==> src/rtl/coffee_dispense_ctrl.sv <==
// Dispense sequencer: cup check, brew, one-hot pour and timed change ejection
// after a drink/change strobe from the vending front end.
module coffee_dispense_ctrl #(
    parameter int BREW_CYCLES = 8,
    parameter int POUR_CYCLES = 4,
    parameter int CUP_WAIT    = 16,
    parameter int COIN_PULSE  = 2,
    parameter int COIN_GAP    = 2
) (
    input  logic       clk,
    input  logic       rst,
    input  logic       out_en,
    input  logic [3:0] out,
    input  logic       change_en,
    input  logic [1:0] change,
    input  logic       cup_present,
    output logic       busy,
    output logic       brew_on,
    output logic [3:0] pour_on,
    output logic       coin_eject,
    output logic       done,
    output logic       err_no_cup
);

    localparam int MAX_A = (BREW_CYCLES > POUR_CYCLES) ? BREW_CYCLES : POUR_CYCLES;
    localparam int MAX_B = (CUP_WAIT > COIN_PULSE) ? CUP_WAIT : COIN_PULSE;
    localparam int MAX_C = (MAX_A > MAX_B) ? MAX_A : MAX_B;
    localparam int MAX_P = (MAX_C > COIN_GAP) ? MAX_C : COIN_GAP;
    localparam int CNT_W = $clog2(MAX_P) + 1;

    localparam logic [CNT_W-1:0] CUP_LAST   = CNT_W'(CUP_WAIT - 1);
    localparam logic [CNT_W-1:0] BREW_LAST  = CNT_W'(BREW_CYCLES - 1);
    localparam logic [CNT_W-1:0] POUR_LAST  = CNT_W'(POUR_CYCLES - 1);
    localparam logic [CNT_W-1:0] PULSE_END  = CNT_W'(COIN_PULSE);
    localparam logic [CNT_W-1:0] COIN_LAST  = CNT_W'(COIN_PULSE + COIN_GAP - 1);

    typedef enum logic [2:0] {
        S_IDLE,
        S_CHECK,
        S_BREW,
        S_POUR,
        S_CHANGE,
        S_DONE
    } state_t;

    state_t           r_state;
    state_t           w_state_nxt;
    logic [CNT_W-1:0] r_cnt;
    logic [CNT_W-1:0] w_cnt_nxt;
    logic [1:0]       r_coins;
    logic [1:0]       w_coins_nxt;
    logic [1:0]       r_drink_idx;
    logic [1:0]       w_idx_nxt;
    logic             r_drink_vld;
    logic             w_vld_nxt;
    logic             r_err;
    logic             w_err_nxt;

    logic             r_busy;
    logic             r_brew;
    logic [3:0]       r_pour;
    logic             r_eject;
    logic             r_done;
    logic             w_busy_nxt;
    logic             w_brew_nxt;
    logic [3:0]       w_pour_nxt;
    logic             w_eject_nxt;
    logic             w_done_nxt;

    function automatic logic [1:0] lowest_set(input logic [3:0] v);
        if (v[0])      return 2'd0;
        else if (v[1]) return 2'd1;
        else if (v[2]) return 2'd2;
        else           return 2'd3;
    endfunction

    always_comb begin
        w_state_nxt = r_state;
        w_cnt_nxt   = r_cnt + CNT_W'(1);
        w_coins_nxt = r_coins;
        w_idx_nxt   = r_drink_idx;
        w_vld_nxt   = r_drink_vld;
        w_err_nxt   = r_err;

        case (r_state)
            S_IDLE: begin
                if (out_en || change_en) begin
                    w_idx_nxt   = lowest_set(out);
                    w_vld_nxt   = out_en && (out != 4'b0000);
                    w_coins_nxt = change_en ? change : 2'd0;
                    w_err_nxt   = 1'b0;
                    w_state_nxt = w_vld_nxt ? S_CHECK : S_CHANGE;
                end
            end
            S_CHECK: begin
                if (cup_present) begin
                    w_state_nxt = S_BREW;
                end else if (r_cnt == CUP_LAST) begin
                    w_err_nxt   = 1'b1;
                    w_state_nxt = S_CHANGE;
                end
            end
            S_BREW: begin
                if (r_cnt == BREW_LAST) w_state_nxt = S_POUR;
            end
            S_POUR: begin
                // A lifted cup aborts the pour immediately but still pays change
                if (!cup_present) begin
                    w_err_nxt   = 1'b1;
                    w_state_nxt = S_CHANGE;
                end else if (r_cnt == POUR_LAST) begin
                    w_state_nxt = S_CHANGE;
                end
            end
            S_CHANGE: begin
                if (r_coins == 2'd0) begin
                    w_state_nxt = S_DONE;
                end else if (r_cnt == COIN_LAST) begin
                    w_coins_nxt = r_coins - 2'd1;
                    w_cnt_nxt   = '0;
                    if (r_coins == 2'd1) w_state_nxt = S_DONE;
                end
            end
            S_DONE: begin
                w_state_nxt = S_IDLE;
            end
            default: begin
                w_state_nxt = S_IDLE;
            end
        endcase

        if (w_state_nxt != r_state || w_state_nxt == S_IDLE) w_cnt_nxt = '0;

        // Outputs are registered from the next state so they line up with it
        w_busy_nxt  = (w_state_nxt != S_IDLE);
        w_brew_nxt  = (w_state_nxt == S_BREW);
        w_pour_nxt  = (w_state_nxt == S_POUR && w_vld_nxt) ? (4'b0001 << w_idx_nxt) : 4'b0000;
        w_eject_nxt = (w_state_nxt == S_CHANGE) && (w_coins_nxt != 2'd0) && (w_cnt_nxt < PULSE_END);
        w_done_nxt  = (w_state_nxt == S_DONE);
    end

    always_ff @(posedge clk) begin
        if (rst) begin
            r_state     <= S_IDLE;
            r_cnt       <= '0;
            r_coins     <= 2'd0;
            r_drink_idx <= 2'd0;
            r_drink_vld <= 1'b0;
            r_err       <= 1'b0;
            r_busy      <= 1'b0;
            r_brew      <= 1'b0;
            r_pour      <= 4'b0000;
            r_eject     <= 1'b0;
            r_done      <= 1'b0;
        end else begin
            r_state     <= w_state_nxt;
            r_cnt       <= w_cnt_nxt;
            r_coins     <= w_coins_nxt;
            r_drink_idx <= w_idx_nxt;
            r_drink_vld <= w_vld_nxt;
            r_err       <= w_err_nxt;
            r_busy      <= w_busy_nxt;
            r_brew      <= w_brew_nxt;
            r_pour      <= w_pour_nxt;
            r_eject     <= w_eject_nxt;
            r_done      <= w_done_nxt;
        end
    end

    assign busy       = r_busy;
    assign brew_on    = r_brew;
    assign pour_on    = r_pour;
    assign coin_eject = r_eject;
    assign done       = r_done;
    assign err_no_cup = r_err;

endmodule

==> config.mk <==
export PLATFORM = sky130hd
export DESIGN_NAME = coffee_dispense_ctrl
export DESIGN_NICKNAME = d
export VERILOG_FILES = /design/src/rtl/coffee_dispense_ctrl.sv
export SDC_FILE = /design/constraint.sdc
export NUM_CORES = 1
export LEC_CHECK = 0
export CAP_MARGIN = 5
export CORE_MARGIN = 4
export CORE_UTILIZATION = 52
export DETAILED_ROUTE_END_ITERATION = 6
export PLACE_DENSITY = 0.77
export SYNTH_ARGS = -nofsm -noshare
export SYNTH_HDL_FRONTEND = slang
export SYNTH_SLANG_ARGS = --single-unit
export TNS_END_PERCENT = 10
==> constraint.sdc <==
create_clock -name clk -period 2.6 [get_ports clk]
set_input_delay 0.52 -clock clk [delete_from_list [all_inputs] [get_ports clk]]
set_output_delay 0.52 -clock clk [all_outputs]
set_load 0.05 [all_outputs]
**Word level (Yosys, flattened, before mapping)**

Index checks and enable logic that the tools add are counted.

- Register bits after elaboration: 22
- Latch bits: 0
- Bits in writable memories: 0
- Bits in read-only memories: 0
- Input port bits: 11
- Output and inout port bits: 9
- Word-level logic and storage cells: 80
- Memories: 0

- Add/subtract/negate cells: 2
- $mul: 0
- Div/mod/pow operators: 0
- Magnitude comparators: 1
- Equal/unequal tests: 17
- Shifts and indexed selects: 1
- Mux-type cells: 32
- Bitwise logic cells: 1
- Reductions and logical operators: 15

Operator list:

| operator | count |
|---|---|
| $mux W3 | 10 |
| $mux W5 | 4 |
| $mux W2 | 8 |
| $pmux W3 S5 | 1 |
| $eq A3 B2 Y1 const B | 4 |
| $eq A3 B3 Y1 const B | 3 |
| $ne A2 B2 Y1 const B | 4 |
| $mux W1 | 7 |
| $logic_not A3 Y1 | 2 |
| $reduce_bool A3 Y1 | 2 |
| $add A5 B1 Y5 const B | 1 |
| $eq A5 B2 Y1 const B | 1 |
| $eq A5 B3 Y1 const B | 1 |
| $eq A5 B4 Y1 const B | 1 |
| $lt A5 B2 Y1 const B | 1 |
| $reduce_and A5 Y1 | 1 |
| $logic_and A1 B1 Y1 | 4 |
| $pmux W2 S2 | 1 |
| $reduce_bool A4 Y1 | 1 |
| $shl A1 B2 Y4 const A | 1 |
| $eq A3 B1 Y1 const B | 1 |
| $ne A3 B3 Y1 | 1 |
| $pmux W1 S3 | 1 |
| $eq A2 B1 Y1 const B | 1 |
| 6 further kinds | 7 |

**Longest topological paths before layout**

Gate-level depths: netlist of run 1.

- Depth in word-level cells: 10
- Gate-level depth with buffers: 9

**Least setup slack after synthesis of run 1**

Ideal clock, no wire load.

- Kind: register to register
- From: reg r_cnt[0]
- To: reg r_eject (netlist: coin_eject)
- Library setup time: 0.118 ns
- Data arrival time: 2.181 ns
- Slack: 0.301 ns
- Cell stages (with the launch flop): 10
- Clock period less this slack: 2.299 ns
- Cell sequence: dfxtp_1 > ha_1 > buf_4 > and3_2 > ha_1 > or2_2 > o22ai_4 > o221a_2 > nand2_2 > o2111a_1

- Longest elaborated chain between the ends: 9

Ends and longest elaborated chain:

| element | RTL line | source |
|---|---|---|
| from (decl) | 48 | `logic [CNT_W-1:0] r_cnt;` |
| from (signal assigned) | 157 | `r_cnt <= w_cnt_nxt;` |
| $eq A5 B2 Y1 or $eq A5 B4 Y1 (tied branches) | 111, 118, 98 |  |
| $mux W3 (on tied branches) | 118, 111, 98 |  |
| $mux W3 (on tied branches) | 116, 108, 96 |  |
| $pmux W3 S5 | 85 | `case (r_state)` |
| $ne A3 B3 Y1 or $logic_not A3 Y1 (tied branches) | 132 | `if (w_state_nxt != r_state \|\| w_state_nxt == S_IDLE) w_cnt_nxt = '0;` |
| $logic_or A1 B1 Y1 | 132 |  |
| $mux W5 | 132 |  |
| $lt A5 B2 Y1 | 138 | `w_eject_nxt = (w_state_nxt == S_CHANGE) && (w_coins_nxt != 2'd0) && (w_cnt_nxt < PULSE_END);` |
| $logic_and A1 B1 Y1 (*) | 138 |  |
| to (signal assigned) | 165 | `r_eject <= w_eject_nxt;` |
| to (decl) | 62 | `logic r_eject;` |

Every way passes the cells marked *; elsewhere a longest branch is shown, timed or not.
A chain may end at the register's enable or synchronous reset.

**Worst setup path after layout of run 1**

Ends and elaborated chain as after synthesis.

==> out/metrics.yaml, run 1 <==
logic_synthesis:
  synth_cells: 132
  synth_edf_count: 0
  synth-async-reset-ratio_pct: 0
  synth_area_leader_cell: "dfxtp_1"
  ys_warn_count: 0
  synth_area_um2: 1230
  ys_types: 49
  syn_area_per_cell_um2: 9.33
  ys_seq_area_share_pct: 35.8
  yosys-top-cells-area: "dfxtp_1 36%, ha_1 4.1%, nor2_1 4.0%"
  ys_ff_latch: 22
  synthFlopType: "dfxtp_1"
  syn-num-nets: 147
  synth_top_area_share_pct: 35.8
clock_tree:
  cts_resized: 0
  htree_levels: 1
  clk_latency_ps: 310
  numCtsBuffers: 3
  clkTransAtPathRegs_ps: 120
  cts_tree: "done"
  cts_root_buffer: "clkbuf_4"
  cts_buffer_depth: 2
  post-cts-setup-buffers: 0
  cts.sink_count: 22
  holdBufCountCts: 0
timing:
  skew_ps: 5.23
  rsz0062_at_grt: "no"
  post-route-period-util_pct: 88.6
  layout_setup_ws_ps: 297
  slew_violations: 0
  setup_viol: 0
  post-route-min-period_ps: 2300
  worst_pin_slew_ps: 551
  relSlewSlack_pct: 62.9
  hold_viol: 0
  fmax_mhz: 434
  setup_tns_ps: 0
place:
  post-place-ws_ps: 99.6
  place.port_buffers: 19
  dp_hpwl_um: 2150
  place_congestion: 0.837
setup_path:
  cp-start-kind: "flop"
  path_max_fanout: 5
  timing.rr.end: "coin_eject"
  rr_startpoint: "r_cnt[0]"
  crit_type: "flop to flop"
  crit_arrival_ps: 2510
  endpoint_kind: "flop"
  crit_required_ps: 2810
  worstRegToRegCells: 8
  r2r_slack_ps: 300
floorplan:
  initial_core_util_pct: 55.1
  dieArea_um2: 3210
  row_count: 17
  die-height_um: 56.7
  pin_count: 20
  chipWidth_um: 56.7
  coreArea_um2: 2230
finish:
  final_common_cell: "dfxtp_1"
  drive_above_1_share_pct: 15.8
  syn2layout_area_growth_pct: 20.0
  multi_input_area_um2: 723
  antenna_cells: 0
  fin_nets: 168
  final_cell_mix: "22 x dfxtp_1, 19 x clkdlybuf4s50_1, 13 x nor2_1, 8 x inv_1, 7 x nand3_1"
  register_area_um2: 440
  fillers: 189
outcome:
  status: "complete, no violations"
detailed_routing:
  drt_iter0_drc: 40
  wirelength_um: 2710
  wl_per_cell_um: 15.1
  ant_nets: 0
  dr.pass1.iters: 4
  vias: 1082
  remaining_drc_errors: 0
  viasPerCell: 6.01
pwr:
  power_leakage_nw: 0.553
  ir_drop_mv: 0.496
  cellPowerDensity_nw_per_um2: 662
worst_hold_path:
  hold_class: "flop to flop"
  hold_depth: 2
  hold_end: "err_no_cup"
  hold_start: "err_no_cup"
job:
  drv_cap: 0
global_routing:
  grt_pass1_vias: 1007
  grt_use_total_pct: 17.5
  grt_start_max_net_pins: 16
  antenna_found_initial: 0
  grt_pass1_wl_um: 4500
  gr-total-overflow: 0
where the power goes:
part	total [mW]	leakage [nW]	switching (mW)	internal (mW)
Combinational	0.375	0.353	0.223	0.152
Sequential	0.418	0.179	0.0456	0.373
Clock	0.185	0.0210	0.0989	0.0856
cells in the mapped netlist (2+ instances only):
| cell | n |
|---|---|
| buf_2 | 3 |
| nand2_1 | 5 |
| nor4b_1 | 2 |
| nor4_1 | 5 |
| a21o_1 | 2 |
| o21ai_0 | 4 |
| a31oi_1 | 2 |
| a21oi_1 | 5 |
| nor2b_1 | 4 |
| and3_2 | 2 |
| nand4b_1 | 2 |
| ha_1 | 4 |
| nor2_1 | 13 |
| and2_1 | 2 |
| nand4_1 | 3 |
| dfxtp_1 | 22 |
| o221a_2 | 2 |
| nand3_1 | 7 |
| a2111o_1 | 2 |
| nor3_1 | 5 |
| inv_1 | 8 |
through the flow:
stage	util (%)	instance area [µm²]	hold slack (ps)	total power, mW	instances
2_1_floorplan	-	1230	469	0.698	132
3_5_place_dp	64.5	1440	482	0.797	176
3_3_place_gp	64.5	1440	476	0.786	176
6_report	66.2	1480	501	0.978	180
4_1_cts	66.2	1480	510	0.979	180
5_1_grt	66.2	1480	527	1.04	180
worst max-delay path, cell delays in order (launching register included):
cell      delay (ps)
dfxtp_1          370
ha_1             220
and3_2           220
ha_1             220
or2_2            320
o22ai_4          260
o221a_2          250
nand2_2           90
o2111a_1         250
worst max path at each step:
stage	from	to	slack, ps	cells past startpoint
2_1_floorplan	r_cnt[0]	coin_eject	300	9
3_3_place_gp	cup_present	coin_eject	170	6
3_5_place_dp	out_en	r_cnt[3]	100	6
4_1_cts	r_cnt[0]	coin_eject	290	8
5_1_grt	r_cnt[0]	pour_on[2]	170	7
6_report	r_cnt[0]	coin_eject	300	8
state kept, by name, indices dropped and copies added (netlist names):
name and count:
r_cnt 5, pour_on 4, r_state 3, r_coins 2
r_drink_idx 2, brew_on 1, busy 1, coin_eject 1
done 1, err_no_cup 1, r_drink_vld 1
logic make-up (layout without fill, tap and decap cells):
| family | count (synthesis) | after routing | share of synthesized area [%] |
|---|---|---|---|
| fa+ha+maj | 4 | 4 | 4.07 |
| simple gates | 60 | 60 | 29.5 |
| buf+inv | 14 | 34 | 5.49 |
| compound gates | 30 | 30 | 23.8 |
| xor+xnor | 2 | 2 | 1.42 |
| flops | 22 | 22 | 35.8 |
layer usage:
| metal | routed length [µm] | vias to the layer above | GRT usage [%] |
|---|---|---|---|
| met5 | 0 | - | 0 |
| met4 | 40 | 0 | 7.12 |
| met3 | 162 | 5 | 2.99 |
| met2 | 1240 | 39 | 27.2 |
| met1 | 1270 | 498 | 23.7 |
| li1 | - | 540 | - |
final cells by class:
type	count	share of cell area (%)
clock buffer	4	2.46
inverter	8	2.03
multi-input combinational	96	48.9
sequential	22	29.8
tap	28	2.37
timing repair buffer	22	14.4
Power figures use the tool's default switching activity.
==> inputs of run 2 (changes only) <==
--- a/config.mk
+++ b/config.mk
@@ -6,7 +6,6 @@
 export NUM_CORES = 1
 export LEC_CHECK = 0
 export CAP_MARGIN = 5
-export CORE_MARGIN = 4
 export CORE_UTILIZATION = 52
 export DETAILED_ROUTE_END_ITERATION = 6
 export PLACE_DENSITY = 0.77
==> run 2 against run 1 <==
Against the previous run:
- routed wire length grew 6.6%
- first-iteration DRC count is 53% lower
- utilization is 1.0 points higher
- critical endpoint is now r_cnt[1]
- sequential share of layout area decreased by 0.18 points
- via count shrank 0.18%
- critical path type unchanged
- flip-flop and latch count unchanged
- clock power rose by 43%
- final cell count fell by 0.56%
- hold slack gained 28 ps
- clock skew up 4.2 ps
- total power grew 8.5%
==> out/metrics.yaml, run 2 (synthesized netlist as in run 1, its figures left out) <==
detailed_routing:
  remaining_drc_errors: 0  # unchanged
  ant_nets: 0  # unchanged
  viasPerCell: 6.03  # was 6.01
  dr.pass1.iters: 4  # unchanged
  wirelength_um: 2890  # was 2710 µm
  wl_per_cell_um: 16.1  # was 15.1 µm
  drt_iter0_drc: 19  # was 40
  vias: 1080  # was 1082
finish:
  fin_nets: 167  # was 168
  syn2layout_area_growth_pct: 20.7  # was 20.0%
  final_common_cell: "dfxtp_1"  # unchanged
  antenna_cells: 0  # unchanged
  largest_reg_flops: 5  # unchanged
  final_cell_mix: "22 x dfxtp_1, 19 x clkdlybuf4s50_1, 13 x nor2_1, 8 x inv_1, 7 x nand3_1"  # unchanged
  drive_above_1_share_pct: 15.2  # was 15.8%
  regMostFlops: "r_cnt"  # unchanged
outcome:
  status: "complete, no violations"  # unchanged
setup_path:
  max_stage_delay_ps: 580  # was 370 ps
  crit_required_ps: 2790  # was 2810 ps
  timing.rr.end: "r_cnt[1]"  # was coin_eject
  worstRegToRegCells: 7  # was 8
  rr_startpoint: "r_cnt[0]"  # unchanged
  path_max_fanout: 6  # was 5
  r2r_slack_ps: 270  # was 300 ps
  endpoint_kind: "flop"  # unchanged
  worst_path_most_repeated_cell: "ha_1"  # unchanged
  crit_chain: "ha_1 > and3_2 > ha_1 > a31oi_1 > o221ai_1 > o41ai_4 > nor2_1"  # was ha_1 > and3_2 > ha_1 > or2_2 > o22ai_4 > o221a_2 > nand2_2 > o2111a_1
  critPathSlowestCell: "o41ai_4"  # was dfxtp_1
  crit_arrival_ps: 2530  # was 2510 ps
  crit_type: "flop to flop"  # unchanged
  cp-start-kind: "flop"  # unchanged
worst_hold_path:
  hold_class: "flop to flop"  # unchanged
  hold_start: "err_no_cup"  # unchanged
  hold_end: "err_no_cup"  # unchanged
  hold_depth: 2  # unchanged
clock_tree:
  cts.sink_count: 22  # unchanged
  clkTransAtPathRegs_ps: 130  # was 120 ps
  clk_latency_ps: 320  # was 310 ps
  numCtsBuffers: 3  # unchanged
  cts_resized: 0  # unchanged
  post-cts-setup-buffers: 0  # unchanged
  cts_buffer_depth: 2  # unchanged
  holdBufCountCts: 0  # unchanged
  cts_root_buffer: "clkbuf_4"  # unchanged
  htree_levels: 1  # unchanged
  cts_tree: "done"  # unchanged
global_routing:
  busiest_layer: "met2"  # unchanged
  grt_use_total_pct: 25.6  # was 17.5%
  grt_pass1_vias: 1071  # was 1007
  met2_usage_pct: 44.4  # was 27.2%
  met1_usage_pct: 32.3  # was 23.7%
  grt_start_max_net_pins: 16  # unchanged
  grt_pass1_wl_um: 4850  # was 4500 µm
  gr-total-overflow: 0  # unchanged
  antenna_found_initial: 0  # unchanged
  met3_usage_pct: 3.03  # was 2.99%
timing:
  post-route-period-util_pct: 89.7  # was 88.6%
  setup_tns_ps: 0  # unchanged
  worst_pin_slew_ps: 580  # was 551 ps
  slew_violations: 0  # unchanged
  hold_viol: 0  # unchanged
  relSlewSlack_pct: 61.3  # was 62.9%
  setup_viol: 0  # unchanged
  rsz0062_at_grt: "no"  # unchanged
  layout_setup_ws_ps: 269  # was 297 ps
  fmax_mhz: 429  # was 434 MHz
  skew_ps: 9.41  # was 5.23 ps
  post-route-min-period_ps: 2330  # was 2300 ps
floorplan:
  row_count: 17  # unchanged
  initial_core_util_pct: 55.7  # was 55.1%
  chipWidth_um: 50.7  # was 56.7 µm
  die-height_um: 50.7  # was 56.7 µm
  coreArea_um2: 2210  # was 2230 µm²
  dieArea_um2: 2570  # was 3210 µm²
  pin_count: 20  # unchanged
place:
  dp_hpwl_um: 2100  # was 2150 µm
  post-place-ws_ps: 103  # was 99.6 ps
  place_congestion: 0.853  # was 0.837
  place.port_buffers: 19  # unchanged
pwr:
  power_leakage_nw: 0.556  # was 0.553 nW
  cellPowerDensity_nw_per_um2: 714  # was 662 nW/µm²
  ir_drop_mv: 0.736  # was 0.496 mV
job:
  drv_cap: 0  # unchanged
==> run 2: metrics by stage <==
| step | cells | util, % | total power, mW | hold slack (ps) | area (µm²) |
|---|---|---|---|---|---|
| 2_1_floorplan | 132 | - | 0.698 | 469 | 1230 |
| 3_3_place_gp | 175 | 64.8 | 0.785 | 487 | 1430 |
| 3_5_place_dp | 175 | 64.8 | 0.793 | 503 | 1430 |
| 4_1_cts | 179 | 67.2 | 1.06 | 534 | 1490 |
| 5_1_grt | 179 | 67.2 | 1.11 | 554 | 1490 |
| 6_report | 179 | 67.2 | 1.06 | 529 | 1490 |
==> run 2: how the worst max path moves through the flow <==
stage,start,endpoint,slack [ps]
finish,r_cnt[0],r_cnt[1],270
detailed placement,out_en,r_cnt[1],100
global placement,change_en,r_cnt[1],170
global route,r_cnt[0],coin_eject,180
CTS,r_cnt[0],coin_eject,290
floorplan,r_cnt[0],coin_eject,300
==> run 2: cell type report <==
class / instances / area, µm²
repair buffers: 21 / 205
well taps: 28 / 35.0
clock buffers: 3 / 22.5
multi-input cells: 96 / 723
inverters: 8 / 30.0
clock inverters: 1 / 30.0
fillers: 206 / 726
flip-flops and latches: 22 / 440
==> run 2: routing by layer <==
layer / part of all wire, % / vias up
li1: - / 534
met1: 44 / 516
met2: 52 / 24
met3: 2.8 / 6
met4: 1.6 / 0
met5: 0 / -
==> run 2: report_power, final <==
part | leakage [nW] | switching (mW) | internal (mW)
Sequential | 0.179 | 0.0479 | 0.372
Clock | 0.0279 | 0.108 | 0.156
Combinational | 0.349 | 0.225 | 0.152
==> run 2: critical path: cells and delay by family, from the launching register on <==
family,cells,cell delay (ps)
compound gates,3,1070
fa+ha+maj,2,440
flops,1,370
simple gates,2,330
